[src/rtl/riscv_fetch_unit.sv]
// Instruction-fetch stage: owns the PC, feeds a combinational imem and registers the result into IF/ID.
// Optional FETCH_MISALIGN_TRAP_EN: misaligned redirects trap instead of being silently aligned.
module riscv_fetch_unit #(
  parameter logic [31:0] RESET_PC = 32'h0000_0000
) (
  input  logic        clk,
  input  logic        reset,
  output logic [31:0] imem_a,
  input  logic [31:0] imem_rd,
  input  logic        redirect_valid,
  input  logic [31:0] redirect_pc,
  input  logic        id_ready,
  output logic        id_valid,
  output logic [31:0] id_instr,
  output logic [31:0] id_pc,
  output logic [31:0] id_pc_plus4,
  output logic        dbg_trap_state
`ifdef FETCH_MISALIGN_TRAP_EN
  ,
  output logic        misalign_trap
`endif
);

  localparam logic [31:0] NOP = 32'h0000_0013;

  typedef enum logic {
    ST_RUN  = 1'b0,
    ST_TRAP = 1'b1
  } state_t;

  state_t      state_q, state_d;
  logic [31:0] pc_q, pc_d;
  logic        id_valid_q, id_valid_d;
  logic [31:0] id_instr_q, id_instr_d;
  logic [31:0] id_pc_q, id_pc_d;
  logic [31:0] id_pc_plus4_q, id_pc_plus4_d;
  logic        free;
`ifdef FETCH_MISALIGN_TRAP_EN
  logic        misalign_trap_q, misalign_trap_d;
`endif

  // Handshake: IF/ID transfers on an edge with id_valid && id_ready; while
  // id_valid && !id_ready the IF/ID contents and the PC hold.
  assign free = !id_valid_q || id_ready;

  always_comb begin
    state_d       = state_q;
    pc_d          = pc_q;
    id_valid_d    = id_valid_q;
    id_instr_d    = id_instr_q;
    id_pc_d       = id_pc_q;
    id_pc_plus4_d = id_pc_plus4_q;
`ifdef FETCH_MISALIGN_TRAP_EN
    misalign_trap_d = misalign_trap_q;
`endif
    case (state_q)
      ST_RUN: begin
        if (redirect_valid) begin
          // A redirect flushes IF/ID even when decode is stalling.
          id_valid_d = 1'b0;
`ifdef FETCH_MISALIGN_TRAP_EN
          if (redirect_pc[1:0] != 2'b00) begin
            pc_d            = redirect_pc;
            misalign_trap_d = 1'b1;
            state_d         = ST_TRAP;
          end else
`endif
            pc_d = redirect_pc & 32'hFFFF_FFFC;
        end else if (free) begin
          id_instr_d    = imem_rd;
          id_pc_d       = pc_q;
          id_pc_plus4_d = pc_q + 32'd4;
          id_valid_d    = 1'b1;
          pc_d          = pc_q + 32'd4;
        end
      end
      ST_TRAP: begin
        id_valid_d = 1'b0;
      end
      default: begin
        state_d = ST_RUN;
      end
    endcase
  end

  always_ff @(posedge clk) begin
    if (reset) begin
      state_q       <= ST_RUN;
      pc_q          <= RESET_PC;
      id_valid_q    <= 1'b0;
      id_instr_q    <= NOP;
      id_pc_q       <= 32'd0;
      id_pc_plus4_q <= 32'd0;
    end else begin
      state_q       <= state_d;
      pc_q          <= pc_d;
      id_valid_q    <= id_valid_d;
      id_instr_q    <= id_instr_d;
      id_pc_q       <= id_pc_d;
      id_pc_plus4_q <= id_pc_plus4_d;
    end
  end

`ifdef FETCH_MISALIGN_TRAP_EN
  always_ff @(posedge clk) begin
    if (reset) begin
      misalign_trap_q <= 1'b0;
    end else begin
      misalign_trap_q <= misalign_trap_d;
    end
  end

  assign misalign_trap = misalign_trap_q;
`endif

  assign imem_a         = pc_q;
  assign id_valid       = id_valid_q;
  assign id_instr       = id_instr_q;
  assign id_pc          = id_pc_q;
  assign id_pc_plus4    = id_pc_plus4_q;
  assign dbg_trap_state = (state_q == ST_TRAP);

endmodule
[config.mk]
export PLATFORM = sky130hd
export DESIGN_NAME = riscv_fetch_unit
export DESIGN_NICKNAME = d
export VERILOG_FILES = /design/src/rtl/riscv_fetch_unit.sv
export SDC_FILE = /design/constraint.sdc
export NUM_CORES = 1
export LEC_CHECK = 0
export ABC_AREA = 1
export CAP_MARGIN = 25
export CORE_MARGIN = 2
export CORE_UTILIZATION = 45
export CTS_BUF_LIST = sky130_fd_sc_hd__clkbuf_4 sky130_fd_sc_hd__clkbuf_8
export DETAILED_ROUTE_END_ITERATION = 8
export PLACE_DENSITY = 0.9
export SYNTH_ARGS = -nofsm -noshare
export SYNTH_HDL_FRONTEND = slang
export SYNTH_SLANG_ARGS = --single-unit
[constraint.sdc]
create_clock -name clk -period 1.7 [get_ports clk]
set_input_delay 0.255 -clock clk [delete_from_list [all_inputs] [get_ports clk]]
set_output_delay 0.255 -clock clk [all_outputs]
set_load 0.02 [all_outputs]
==> reports/metrics.cfg, run 1 <==
[status]
status = finished clean

[worst_hold_path]
min_from = reset
hold_path_end = id_instr[1]$_SDFFE_PP1P_
whs_path_depth = 4
hold_path_class = in2reg

[placement]
place_area_um2 = 7300
dpl.hpwl_mm = 11.4
buffers_on_ports = 188
placed_cells_incl_taps = 1008
dp_worst_setup_slack_ns = -0.212
place_congestion = 0.926

[die]
full_die_area_um2 = 12000
core_region_area_um2 = 10900
die_y_um = 110
rows = 38
io-pin-count = 198
die_w_um = 110
floorplan.initialDensity_pct = 46.1

[clock_tree]
cts_tree = yes
cts_root_buf = sky130_fd_sc_hd__clkbuf_8
clkTransAtPathRegs_ns = 0.08
clock_sinks = 123
cts-root-to-sink-buffers = 2
worstSkewPairLatency_ns = 0.42
number_of_cts_inserted_buffers = 17
cts-hold-fix-buffers = 0
cts-htree-levels = 4

[run]
maxCapViolations = 0

[sta]
clock-skew-final_ns = 0.00994
finalSetupViolations = 0
rsz0062_at_grt = yes
hold_viol = 0
maxSlewViolCount = 0
post-route-worst-setup-slack_ns = 0.0397
maxClockFrequency_mhz = 602
tightestPinTransition_ns = 0.652
timing.final.crit_period_ns = 1.66
period_share_pct = 97.7
timing.slew.headroom_pct = 56.5
setup_total_negative_slack_ns = 0
hold_ws_ns = 0.374

[synth]
synthesis.yosys.warnings = 0
yosys.area.top_type_share_pct = 49.0
synthMostInstantiatedCell = sky130_fd_sc_hd__nand2_1
async_reset_ff_share_pct = 0
netlist_area_before_placement_um2 = 5020
netlist_top_cells_count = sky130_fd_sc_hd__nand2_1, sky130_fd_sc_hd__dfxtp_1, sky130_fd_sc_hd__nor2_1
ys_ff_latch = 123
post_synth_main_area_contributors = sky130_fd_sc_hd__dfxtp_1, sky130_fd_sc_hd__nand2_1, sky130_fd_sc_hd__a21oi_1, sky130_fd_sc_hd__nor2_1, sky130_fd_sc_hd__o21ai_0
synth_cells = 679
post_synth.cell_area_avg_um2 = 7.40
yosys_most_used_dff = sky130_fd_sc_hd__dfxtp_1
synth_seq_area_share_pct = 49.0
synth_edf_count = 0
synth.distinct_cells = 27
synth_top_area_cell = sky130_fd_sc_hd__dfxtp_1

[pwr]
share_comb_of_total_power_pct = 17.2
power.switching_fraction_pct = 27.4
power.sequential.fraction_pct = 44.4
totalPowerFinal_mw = 7.17
p_int_mw = 5.20
cellLeakagePower_nw = 3.13
ir_worst_vdd_v = 0.000669
p_switching_mw = 1.97
powerDensity_nw_per_um2 = 923
share_clk_of_total_power_pct = 38.4

[setup_path]
timing.critical_path.required_ns = 1.44
cp-start-kind = register
critPathCaptureType = primary output
timing_worst_setup_path_type = reg2out
r2r-start = imem_a[2]$_SDFFE_PP0N_
critical_path_peak_fanout = 2
critPathBufInv = 1
crit_family = buffers and inverters
r2r_setup_slack_ns = 0.08
critPathMaxStageDelay_ns = 0.65
timing.critical_path.arrival_ns = 1.41
crit-reg2reg-capture = imem_a[28]$_SDFFE_PP0N_
path_depth = 1
reg2reg_depth = 10
worstPathCellList = clkdlybuf4s50_1
critPathSlowestCell = sky130_fd_sc_hd__clkdlybuf4s50_1

[routing]
wl_met1_mm = 6.63
routed_length_on_met2_mm = 7.68
firstDrtPassIters = 5
drt-wirelength-per-cell_um = 15.6
residual_drc_count = 0
num_vias = 5467
totalWireLength_mm = 16.3
routed-wl-met3_mm = 1.49
top_layer_used = met4
first_iter_violations = 458
antenna_nets_post_route = 0
route.detailed.vias_per_inst = 5.25

[global_route]
grt_overflow = 0
grt_start_max_net_pins = 63
grt.total_usage_pct = 26.4
first_global_vias = 5085
grt_pass1_wl_mm = 24.5
grt_antenna_before_repair = 0

[layout]
fin_cells = 1042
syn2layout_area_growth_pct = 54.7
antennaDiodeCount = 0
postLayoutCellArea_um2 = 7770
nNetsFinal = 958
post-route-util_pct = 71.3
post_route_cells_drive_above_1_share_pct = 11.3

placed cells by master, fill, tap and decap left out, drive strengths merged:
| master | count |
|---|---|
| clkdlybuf4s50 | 154 |
| nand2 | 139 |
| dfxtp | 123 |
| nor2 | 105 |
| a21oi | 77 |
| o21ai | 67 |
| buf | 44 |
| nand3 | 38 |
| inv | 38 |
| dlygate4sd2 | 30 |
| clkbuf | 21 |
| a22oi | 20 |
| a31oi | 10 |
| clkinv | 8 |
| conb | 7 |
| xor2 | 4 |
| bufinv | 3 |
| dlymetal6s2s | 3 |
| nand4 | 2 |
| nor3b | 1 |
| nor3 | 1 |
| and2 | 1 |
| nand3b | 1 |
| xnor2 | 1 |
| o211ai | 1 |
| or2 | 1 |
| ha | 1 |
| clkinvlp | 1 |
area by class of cell:
type | instances | area (um2)
Inverter | 39 | 146
Fill cell | 845 | 3120
Clock inverter | 11 | 144
Sequential cell | 123 | 2470
Tap cell | 140 | 175
Clock buffer | 21 | 277
Multi-Input combinational cell | 477 | 2260
Timing Repair Buffer | 231 | 2300
power by group through the flow:
stage	registers, mW	logic (mW)	clock network (mW)
after global routing	3.20	1.33	2.91
final	3.18	1.23	2.75
after detailed placement	3.24	1.26	0
after CTS	3.18	1.23	2.77
after global placement	3.24	1.24	0
after floorplan	3.44	0.376	0
kinds of logic after synthesis:
kind of cell	share of synthesized area, %
adders and majority gates	0.249
and+or+nand+nor	23.6
AOI/OAI and AO/OA	18.7
buffers and inverters	7.45
xor gates and xnor gates	0.872
DFF	49.0
other	0.0747
worst max-delay path by stage:
stage                                 startpoint                           end  slack, ns
after global routing      imem_a[2]$_SDFFE_PP0N_       imem_a[28]$_SDFFE_PP0N_      -0.02
final                      id_valid$_SDFFE_PP0N_                      id_valid       0.04
after global placement            redirect_valid       imem_a[12]$_SDFFE_PP0N_      -0.12
after detailed placement          redirect_valid  id_pc_plus4[12]$_SDFFE_PP0P_      -0.21
after CTS                 imem_a[2]$_SDFFE_PP0N_       imem_a[30]$_SDFFE_PP0N_      0.008
after floorplan           imem_a[3]$_SDFFE_PP0N_  id_pc_plus4[22]$_SDFFE_PP0P_       0.07
timing repair:
action,in CTS,in global routing
buffers inserted,0,2
pin swaps,0,2
resized for setup,32,25
endpoints found under the setup margin,34,42
sequential cells by signal (all words and copies together), names as in the netlist:
name,count
id_instr,32
id_pc,30
id_pc_plus4,30
imem_a,30
id_valid,1
routing by layer:
metal  track usage [%]  vias up
met2              45.0      290
met4              11.5        0
met3              6.82       46
met5                 0        -
met1              31.4     2476
li1                  -     2655
(Power assumes the default switching activity.)
==> run 2: changes to the inputs <==
Settings changed: CORE_MARGIN 2 to not set.
Clock period 1.7 ns to 1.8 ns, I/O delays scaled along.
==> run 2 against run 1 <==
Against the previous run:
- final cell count decreased by 1.9%
- non-clock buffer count decreased by 18
- total power decreased by 5.9%
- sequential share of layout area increased by 0.73 points
- first-iteration DRC count increased by 2.0%
- utilization decreased by 1.4 points
- die area decreased by 3.6%
- register-to-register slack improved by 0.02 ns
- combinational power decreased by 8%
- cell area decreased by 2.4%
- critical path type unchanged
- largest power group unchanged
==> reports/metrics.cfg, run 2 (synthesis gave the netlist of run 1 again) <==
[status]
status = finished clean

[die]
io-pin-count = 198  ; unchanged
die_w_um = 108  ; -1.8%
floorplan.initialDensity_pct = 46.3  ; +0.20 points
full_die_area_um2 = 11600  ; -3.6%
core_region_area_um2 = 10800  ; -0.44%
rows = 38  ; unchanged
die_y_um = 108  ; -1.8%

[sta]
maxSlewViolCount = 0  ; unchanged
maxClockFrequency_mhz = 572
finalSetupViolations = 0  ; unchanged
tightestPinTransition_ns = 0.645  ; -0.00735 ns
period_share_pct = 97.1
hold_viol = 0  ; unchanged
timing.final.crit_period_ns = 1.75
clock-skew-final_ns = 0.0128  ; +0.00287 ns
rsz0062_at_grt = no
timing.slew.headroom_pct = 57.0  ; +0.49 points

[pwr]
share_clk_of_total_power_pct = 38.7  ; +0.3 points
power.sequential.fraction_pct = 44.6  ; +0.2 points
power.switching_fraction_pct = 26.1  ; -1.4 points
p_switching_mw = 1.76  ; -11%
totalPowerFinal_mw = 6.75  ; -5.9%
p_int_mw = 4.99  ; -4.1%
ir_worst_vdd_v = 0.000717  ; +7.2%
share_comb_of_total_power_pct = 16.7  ; -0.5 points
cellLeakagePower_nw = 3.14  ; +0.33%
powerDensity_nw_per_um2 = 891  ; -3.5%

[setup_path]
critPathCaptureType = primary output
crit_family = buffers and inverters
timing.critical_path.arrival_ns = 1.48  ; +0.07 ns
worstPathCellList = clkdlybuf4s50_1
critical_path_peak_fanout = 5  ; +3
critPathSlowestCell = sky130_fd_sc_hd__clkdlybuf4s50_1
timing.critical_path.required_ns = 1.53  ; +0.09 ns
critPathMaxStageDelay_ns = 0.64  ; about the same
timing_worst_setup_path_type = reg2out
critPathBufInv = 1  ; unchanged
cp-start-kind = register

[routing]
first_iter_violations = 467  ; +2.0%
antenna_nets_post_route = 0  ; unchanged
residual_drc_count = 0  ; unchanged
firstDrtPassIters = 7  ; +2
drt-wirelength-per-cell_um = 15.3  ; -2.1%
totalWireLength_mm = 15.6  ; -4.0%
route.detailed.vias_per_inst = 5.18  ; -1.2%
num_vias = 5299  ; -3.1%

[clock_tree]
clkTransAtPathRegs_ns = 0.08  ; about the same
post-cts-setup-buffer-count = 0  ; unchanged
cts_root_buf = sky130_fd_sc_hd__clkbuf_8
number_of_cts_inserted_buffers = 17  ; unchanged
cts_tree = yes
cts-htree-levels = 4  ; unchanged
worstSkewPairLatency_ns = 0.42  ; about the same
cts-root-to-sink-buffers = 2  ; unchanged
clock_sinks = 123  ; unchanged

[global_route]
grt_overflow = 0  ; unchanged
first_global_vias = 4972  ; -2.2%
grt.total_usage_pct = 27.7  ; +1.2 points
grt_pass1_wl_mm = 24.9  ; +1.3%
grt_antenna_before_repair = 0  ; unchanged
grt_start_max_net_pins = 63  ; unchanged

[layout]
most_frequent_cells_in_the_layout = sky130_fd_sc_hd__clkdlybuf4s50_1, sky130_fd_sc_hd__nand2_1, sky130_fd_sc_hd__dfxtp_1
nNetsFinal = 940  ; -1.9%
largest_reg_flops = 32  ; unchanged
post_route_cells_drive_above_1_share_pct = 8.05  ; -3.3 points
most_common_cell_after_layout_fill_and_taps_aside = sky130_fd_sc_hd__clkdlybuf4s50_1
postLayoutCellArea_um2 = 7580  ; -2.4%
syn2layout_area_growth_pct = 50.9
antennaDiodeCount = 0  ; unchanged

[placement]
place_area_um2 = 7110  ; -2.7%
dpl.hpwl_mm = 10.7  ; -5.6%
place_congestion = 0.924  ; -0.29%
buffers_on_ports = 188  ; unchanged

[run]
maxCapViolations = 0  ; unchanged

[worst_hold_path]
hold_path_class = in2reg

run 2: changes by cell type in the layout (fill, tap and decap cells not counted), sizes merged:
cell / delta
dlygate4sd2: -17
inv: +1
clkbuf: +3
clkinvlp: +1
buf: -18
clkdlybuf4s50: +5
clkinv: -7
dlymetal6s2s: +12
run 2: power by group through the flow:
stage	sequential, mW	combinational (mW)	clock (mW)
final	3.01	1.13	2.62
after detailed placement	3.06	1.14	0
after global placement	3.06	1.12	0
after CTS	3.01	1.13	2.65
after floorplan	3.25	0.355	0
after global routing	3.03	1.22	2.78
run 2: final timing paths:
path | to | slack [ns] | cells after the start | start
setup reg to reg | id_pc_plus4[25]$_SDFFE_PP0P_ | 0.10 | 9 | imem_a[2]$_SDFFE_PP0N_
hold / removal | id_instr[4]$_SDFFE_PP1P_ | 0.35 | 4 | reset
setup / recovery | imem_a[10] | 0.05 | 1 | imem_a[10]$_SDFFE_PP0N_
hold reg to reg | id_pc_plus4[2]$_SDFFE_PP0P_ | 0.46 | 2 | id_pc_plus4[2]$_SDFFE_PP0P_
run 2: layer usage:
layer  part of all wire [%]  up-vias  global-route usage, %
met5                      0        -                      0
met4                    1.7        0                   9.10
met3                    8.0       25                   7.69
met2                     49      235                   47.5
met1                     41     2432                   33.2
li1                       -     2607                      -
run 2: area by class of cell:
cell class / instances / area, um2
fill: 870 / 3260
clock buffer: 24 / 318
multi-input combinational: 477 / 2230
inverter: 39 / 146
clock inverter: 6 / 110
sequential: 123 / 2460
tap: 140 / 175
timing repair buffer: 213 / 2140
run 2: repair_timing:
item | CTS | global route
gates resized for setup | 14 | 22
pin swaps | 0 | 0
hold buffers | 0 | 0
endpoints found under the setup margin | 13 | 36
run 2: stage by stage:
stage	setup TNS, ns	util (%)	worst slack, ns	std cells	hold WS [ns]
after floorplan	0	-	0.169	685	0.396
after global routing	0	69.9	0.0109	1022	0.344
final	0	69.9	0.0528	1022	0.348
after detailed placement	-0.126	65.6	-0.0352	992	0.446
after CTS	0	69.4	0.00312	1022	0.300
after global placement	0	65.6	0.00508	992	0.437
